$ cat src/rtl/multicycle_accum_seq.sv
// Multicycle add/subtract sequencer: loads op[0], then accumulates op[1..NUM_OPS-1] one per clock
// through a single shared adder; reports result, last carry/not-borrow and sticky overflow.
module multicycle_accum_seq #(
    parameter  int WIDTH   = 8,
    parameter  int NUM_OPS = 4,
    localparam int IDX_W   = $clog2(NUM_OPS) + 1
) (
    input  logic                       clk,
    input  logic                       reset,
    input  logic                       start,
    input  logic [NUM_OPS*WIDTH-1:0]   op_data,
    input  logic [NUM_OPS-1:0]         sub_mask,
    output logic                       busy,
    output logic                       done,
    output logic [WIDTH-1:0]           result,
    output logic                       carry_out,
    output logic                       ovf
);

    typedef enum logic [1:0] {
        IDLE  = 2'd0,
        ACCUM = 2'd1,
        DONE  = 2'd2
    } state_t;

    state_t                     state_q, state_d;
    logic [NUM_OPS*WIDTH-1:0]   ops_q;
    logic [NUM_OPS-1:0]         mask_q;
    logic [WIDTH-1:0]           acc_q;
    logic [IDX_W-1:0]           idx_q;

    logic                       accept;
    logic                       last;
    logic [WIDTH-1:0]           cur_op;
    logic                       cur_sub;
    logic [WIDTH-1:0]           addend;
    logic [WIDTH-1:0]           sum;
    logic                       sum_c;
    logic                       step_ovf;

    assign accept = start && (state_q != ACCUM);
    assign last   = (idx_q == IDX_W'(NUM_OPS - 1));
    assign busy   = (state_q == ACCUM);
    assign done   = (state_q == DONE);

    always_ff @(posedge clk) begin
        if (reset) begin
            state_q <= IDLE;
        end else begin
            state_q <= state_d;
        end
    end

    always_comb begin
        state_d = state_q;
        case (state_q)
            IDLE, DONE: begin
                if (start) begin
                    state_d = (NUM_OPS > 1) ? ACCUM : DONE;
                end else begin
                    state_d = IDLE;
                end
            end
            ACCUM: begin
                if (last) begin
                    state_d = DONE;
                end
            end
            default: state_d = IDLE;
        endcase
    end

    // Operand mux over the captured copies; idx never selects op[0] while accumulating.
    always_comb begin
        cur_op  = '0;
        cur_sub = 1'b0;
        for (int i = 0; i < NUM_OPS; i++) begin
            if (idx_q == IDX_W'(i)) begin
                cur_op  = ops_q[i*WIDTH +: WIDTH];
                cur_sub = mask_q[i];
            end
        end
    end

    // Subtraction is acc + ~op + 1, so carry_out reads as not-borrow.
    always_comb begin
        addend          = cur_sub ? ~cur_op : cur_op;
        {sum_c, sum}    = {1'b0, acc_q} + {1'b0, addend} + {{WIDTH{1'b0}}, cur_sub};
        step_ovf        = (acc_q[WIDTH-1] == addend[WIDTH-1]) && (sum[WIDTH-1] != acc_q[WIDTH-1]);
    end

    always_ff @(posedge clk) begin
        if (reset) begin
            ops_q     <= '0;
            mask_q    <= '0;
            acc_q     <= '0;
            idx_q     <= '0;
            result    <= '0;
            carry_out <= 1'b0;
            ovf       <= 1'b0;
        end else if (accept) begin
            ops_q     <= op_data;
            mask_q    <= sub_mask;
            acc_q     <= op_data[WIDTH-1:0];
            idx_q     <= IDX_W'(1);
            carry_out <= 1'b0;
            ovf       <= 1'b0;
            if (NUM_OPS == 1) begin
                result <= op_data[WIDTH-1:0];
            end
        end else if (state_q == ACCUM) begin
            acc_q     <= sum;
            carry_out <= sum_c;
            ovf       <= ovf | step_ovf;
            idx_q     <= idx_q + IDX_W'(1);
            if (last) begin
                result <= sum;
            end
        end
    end

endmodule
$ cat config.mk
export PLATFORM = sky130hd
export DESIGN_NAME = multicycle_accum_seq
export DESIGN_NICKNAME = d
export VERILOG_FILES = /design/src/rtl/multicycle_accum_seq.sv
export SDC_FILE = /design/constraint.sdc
export NUM_CORES = 1
export LEC_CHECK = 0
export ABC_CLOCK_PERIOD_IN_PS = 4800
export CAP_MARGIN = 20
export CORE_UTILIZATION = 33
export DETAILED_ROUTE_END_ITERATION = 8
export HOLD_SLACK_MARGIN = 0.03
export MAX_ROUTING_LAYER = met4
export PLACE_DENSITY = 0.64
export SLEW_MARGIN = 0
export SYNTH_ARGS = -nofsm -noshare
export SYNTH_HDL_FRONTEND = slang
export SYNTH_SLANG_ARGS = --single-unit
export TNS_END_PERCENT = 1
$ cat constraint.sdc
create_clock -name clk -period 4.8 [get_ports clk]
set_input_delay 0.96 -clock clk [delete_from_list [all_inputs] [get_ports clk]]
set_output_delay 0.96 -clock clk [all_outputs]
set_load 0.05 [all_outputs]
# --- After elaboration in Yosys (flattened, before gate mapping) ---
# Cells that the tools add are included.
totals:
  reg_bits: 59
  latchBits: 0
  ramBits: 0
  mem_bits_ro: 0
  in_bits: 39
  output_inout_bits: 12
  elab_cells: 48
  n_memories: 0
op_classes:
  n_addsub: 3
  multipliers: 0
  div_mod_pow: 0
  magnitude_cmp: 0
  n_eq_ne: 9
  n_shift: 0
  mux: 16
  bitwise_logic: 3
  reduce_logical: 8
ops:
  columns: ["op", "count"]
  rows:
  - ["$mux 8", 7]
  - ["$add 8x8->9", 1]
  - ["$add 9x1->9", 1]
  - ["$not 8->8", 1]
  - ["$mux 1", 7]
  - ["$eq 3x2->1 const B", 2]
  - ["$ne 2x1->1 const B", 2]
  - ["$pmux 2 s2", 1]
  - ["$reduce_or 2->1", 2]
  - ["$add 3x1->3 const B", 1]
  - ["$eq 3x1->1 const B", 1]
  - ["$logic_not 3->1", 1]
  - ["$reduce_and 3->1", 1]
  - ["$eq 2x1->1 const B", 1]
  - ["$eq 2x2->1 const B", 1]
  - ["$logic_and 1x1->1", 2]
  - ["$logic_not 2->1", 1]
  - ["$mux 2", 1]
  - ["$reduce_bool 2->1", 1]
  - ["$eq 1x1->1", 1]
  - ["$ne 1x1->1", 1]
  - ["$not 1->1", 1]
  - ["$or 1x1->1", 1]

# --- Longest topological paths before layout ---
logic_depth:
  depth_word: 12
  ltp_mapped: 17
  depth_no_buf: 15

# --- Worst setup path after synthesis ---
# OpenSTA, ideal clock, no wires.
synth_path:
  kind: "register to register"
  start: "register idx_q[0]"
  end: "register acc_q[7]"
  setup_ps: 86
  arrival_time_ps: 3253
  required_time_ps: 4714
  setup_slack_ps: 1462
  stages_incl_launch_ff: 15
  n_path_buf: 0
  period_less_slack_ps: 3338
  path_cell_list: "dfxtp_1 -> ha_1 -> ha_1 -> or2_1 -> a221o_1 -> and2_1 -> inv_2 -> xnor2_1 -> ha_1 -> a21o_1 -> a21o_1 -> a21oi_1 -> a21oi_1 -> mux2_2 -> a211oi_1"
synth_between:
  elab_chain_cells: 11
  elab_cells_between_ends: 18
  classes_between: "add/sub (2); eq/ne (3); mux (11); bitwise (1); reduce/logical (1)"
synth_rtl:
  columns: ["item", "line_no", "text"]
  rows:
  - ["start: declaration", "30", "logic [IDX_W-1:0] idx_q;"]
  - ["start signal: assignment", "115", "idx_q <= idx_q + IDX_W'(1);"]
  - ["$logic_not 3->1", "78", "if (idx_q == IDX_W'(i)) begin"]
  - ["$mux 8 (4 in series)", "78", null]
  - ["$not 8->8", "87", "addend = cur_sub ? ~cur_op : cur_op;"]
  - ["$mux 8", "87", null]
  - ["$add 8x8->9", "88", "{sum_c, sum} = {1'b0, acc_q} + {1'b0, addend} + {{WIDTH{1'b0}}, cur_sub};"]
  - ["$add 9x1->9 *", "88", null]
  - ["$mux 8 *", "111", "end else if (state_q == ACCUM) begin"]
  - ["$mux 8 *", "101", "end else if (accept) begin"]
  - ["end signal: assignment", "104", "acc_q <= op_data[WIDTH-1:0];"]
  - ["end signal: assignment", "112", "acc_q <= sum;"]
  - ["end: declaration", "29", "logic [WIDTH-1:0] acc_q;"]
# Mark *: on every way between the ends. The rest lies on a longest branch, timed or not. The select of a mux whose other input is x is not followed.
# A chain may end at the register's enable or synchronous reset.

# --- Worst setup path after layout ---
# Same ends and word-level chain as after synthesis.

==> out/metrics.csv <==
stage,metric,value,unit
floorplanning,initial core utilization,0.346,
floorplanning,die area,9720,um^2
layout,share of cells above drive strength 1,0.0658,
layout,"Core Util, Final",0.434,
worst_setup_path,WP data required,5.05,ns
power_and_ir_drop,power density over cell area,347,nW/um^2
power_and_ir_drop,VDD IR max,0.162,mV
clock_tree,TritonCTS clock tree,done,
detailed_routing,routed via count,2841,
power_and_ir_drop,register share of total power,0.406,
place,Final Wtd Congestion,0.851,
power_and_ir_drop,clock power share,0.376,
power_and_ir_drop,internal power,0.947,mW
global_routing,gr usage total,0.181,
layout,Multi-input gate area,1760,um^2
layout,Diodes inserted,0,
sta,WHS,0.454,ns
floorplanning,core area,8890,um^2
layout,Reg area,1180,um^2
sta,Clock Skew,0.00661,ns
clock_tree,Worst-Skew Late Latency,0.34,ns
yosys,post-synthesis async set-or-reset flop share,0,
global_routing,initial antenna violation count,0,
yosys,Yosys reg bits,59,
global_routing,vias in the first global route,2834,
outcome,status,"complete, no violations",
detailed_routing,drt initial violations,127,
clock_tree,clock-pin slew on the worst setup and hold paths,0.07,ns
clock_tree,CTS max path bufs,2,
power_and_ir_drop,Sw Pwr,0.389,mW
yosys,Post-synth EDFFs,0,
global_routing,met2 Use GR,0.276,
clock_tree,setup bufs post-CTS,0,
worst_setup_path,R2R depth,14,
yosys,syn_nets,451,
global_routing,met3 Track Usage GR,0.0383,
layout,most frequent cells in the layout,"nand2_1 (101), a21oi_1 (59), dfxtp_1 (59)",
hold_path,worst min path class,reg -> reg,
hold_path,hold path cells,2,
place,PortBufs,50,
run,Max Cap Viol,0,
yosys,unique cell type count in the Yosys netlist,50,
floorplanning,Row Count,34,
power_and_ir_drop,Net Sw Frac,0.291,
layout,"leading cell type in the layout, fill and taps excluded",nand2_1,
floorplanning,die height,98.6,um
detailed_routing,WL final,8110,um
global_routing,largest net degree at the start of global routing,69,
power_and_ir_drop,Pwr Total,1.34,mW
sta,setup_tns,0,ns
worst_setup_path,Setup CP Type,reg -> reg,
sta,Tmin final,3.96,ns
sta,final worst-path cycle share,0.824,
yosys,syn_area_per_cell,7.72,um^2
power_and_ir_drop,Logic pwr share,0.219,
power_and_ir_drop,leak pwr,1.45,nW
global_routing,routing usage on met1,0.228,
worst_setup_path,critical path arrival,4.20,ns
layout,Area growth syn-to-layout,25.2,%
sta,worst-margin pin slew,0.735,ns
floorplanning,DIE WIDTH,98.6,um
clock_tree,clock sinks,59,
worst_setup_path,startpoint types,flip-flop,
worst_setup_path,r2r setup slk,0.84,ns
detailed_routing,Post-DRT Antenna Nets,0,
sta,final hold violations,0,
clock_tree,total CTS buffers,9,
global_routing,GRT overflow,0,
clock_tree,Clk Tree Root Cell,clkbuf_8,
clock_tree,CTS resizes,0,
clock_tree,hold_buf cts,0,
clock_tree,H-tree depth,3,
sta,Peak Freq,253,MHz
yosys,cell area after synthesis,3080,um^2
detailed_routing,DRC,0,
worst_setup_path,crit-path max FO,15,
sta,final setup fails,0,
global_routing,GRT busiest layer,met2,
layout,Final #Nets,489,
detailed_routing,Via density,5.17,
sta,Slew headroom,0.510,
yosys,top_reg_cell synth,dfxtp_1,
global_routing,first-pass GRT wire length,13500,um
layout,# fillers,895,
floorplanning,# IOs,51,
sta,RSZ-0062 raised after global routing,false,
worst_setup_path,Worst setup EP type,flip-flop,
detailed_routing,Routed WL per cell,14.8,um
yosys,warnings from Yosys,0,
place,detailed placement HPWL,5770,um
yosys,"Seq/Total Area, Yosys",0.384,
sta,Final Max Slew Viols,0,
detailed_routing,first drt pass iteration count,4,
yosys,Post-Syn Instances,399,
==> synth_stat cells, drive strengths merged, types with 5 or more instances <==
library cell	instances	area [um^2]
nor3	5	25.0
o21ai	14	70.1
a211oi	8	60.1
nor2	25	93.8
a22oi	7	52.6
inv	8	30.0
buf	6	32.5
a21oi	59	295
mux2i	5	50.1
nand3b	6	57.6
xnor2	12	105
dfxtp	59	1180
clkbuf	20	75.1
nand2	101	379
ha	12	150
==> state kept, by name, indices dropped and copies added (netlist names) <==
register and cells:
result 8, acc_q 8, mask_q 4, ops_q 32, carry_out 1, ovf 1
idx_q 3, state_q 2
==> final timing paths <==
path	start	end
worst max-delay path	idx_q[0]	acc_q[7]
worst min-delay path	result[2]	result[2]
worst max register to register	idx_q[0]	acc_q[7]
worst min register to register	result[2]	result[2]
==> power by group through the flow <==
stage               clock network (mW)  registers (mW)  logic [mW]
detailed placement                   0           0.553       0.290
global placement                     0           0.552       0.283
floorplan                            0           0.548       0.204
CTS                              0.510           0.542       0.291
finish                           0.502           0.542       0.292
global route                     0.534           0.546       0.322
==> cell type report <==
class | count | area share
Sequential cell | 59 | 0.306
Clock inverter | 5 | 0.0201
Clock buffer | 10 | 0.0357
Inverter | 8 | 0.00779
Timing Repair Buffer | 53 | 0.138
Multi-Input combinational cell | 306 | 0.457
Tap cell | 108 | 0.0351
==> per-stage QoR <==
step,std cells,worst slack [ns],instance area [um^2]
global placement,533,1.14,3620
detailed placement,533,0.889,3620
global route,549,0.646,3850
finish,549,0.844,3850
CTS,548,0.883,3830
floorplan,399,1.46,3080
==> critical path, stage by stage (launching register included) <==
cell and delay, ns:
dfxtp_1 0.36, ha_1 0.21, ha_1 0.35, or2_1 0.31
a221o_1 0.28, and2_1 0.18, inv_2 0.17, xnor2_1 0.16
ha_1 0.31, a21o_1 0.23, a21o_1 0.17, a21oi_1 0.43
a21oi_1 0.14, mux2_2 0.30, a211oi_1 0.26
==> metal layers <==
metal  share of wire  vias up
met5               0        -
met4           0.022        0
met3           0.046       17
met2            0.46       75
met1            0.47     1296
li1                -     1453
==> logic make-up after synthesis <==
family	Yosys count	share of synthesized area
and+or+nand+nor	161	0.229
AOI/OAI and AO/OA	113	0.230
DFF	59	0.384
buffers and inverters	34	0.0447
adders and majority gates	13	0.0553
xor gates and xnor gates	12	0.0341
muxes	7	0.0236
No activity file was read; power rests on OpenSTA's default activity.
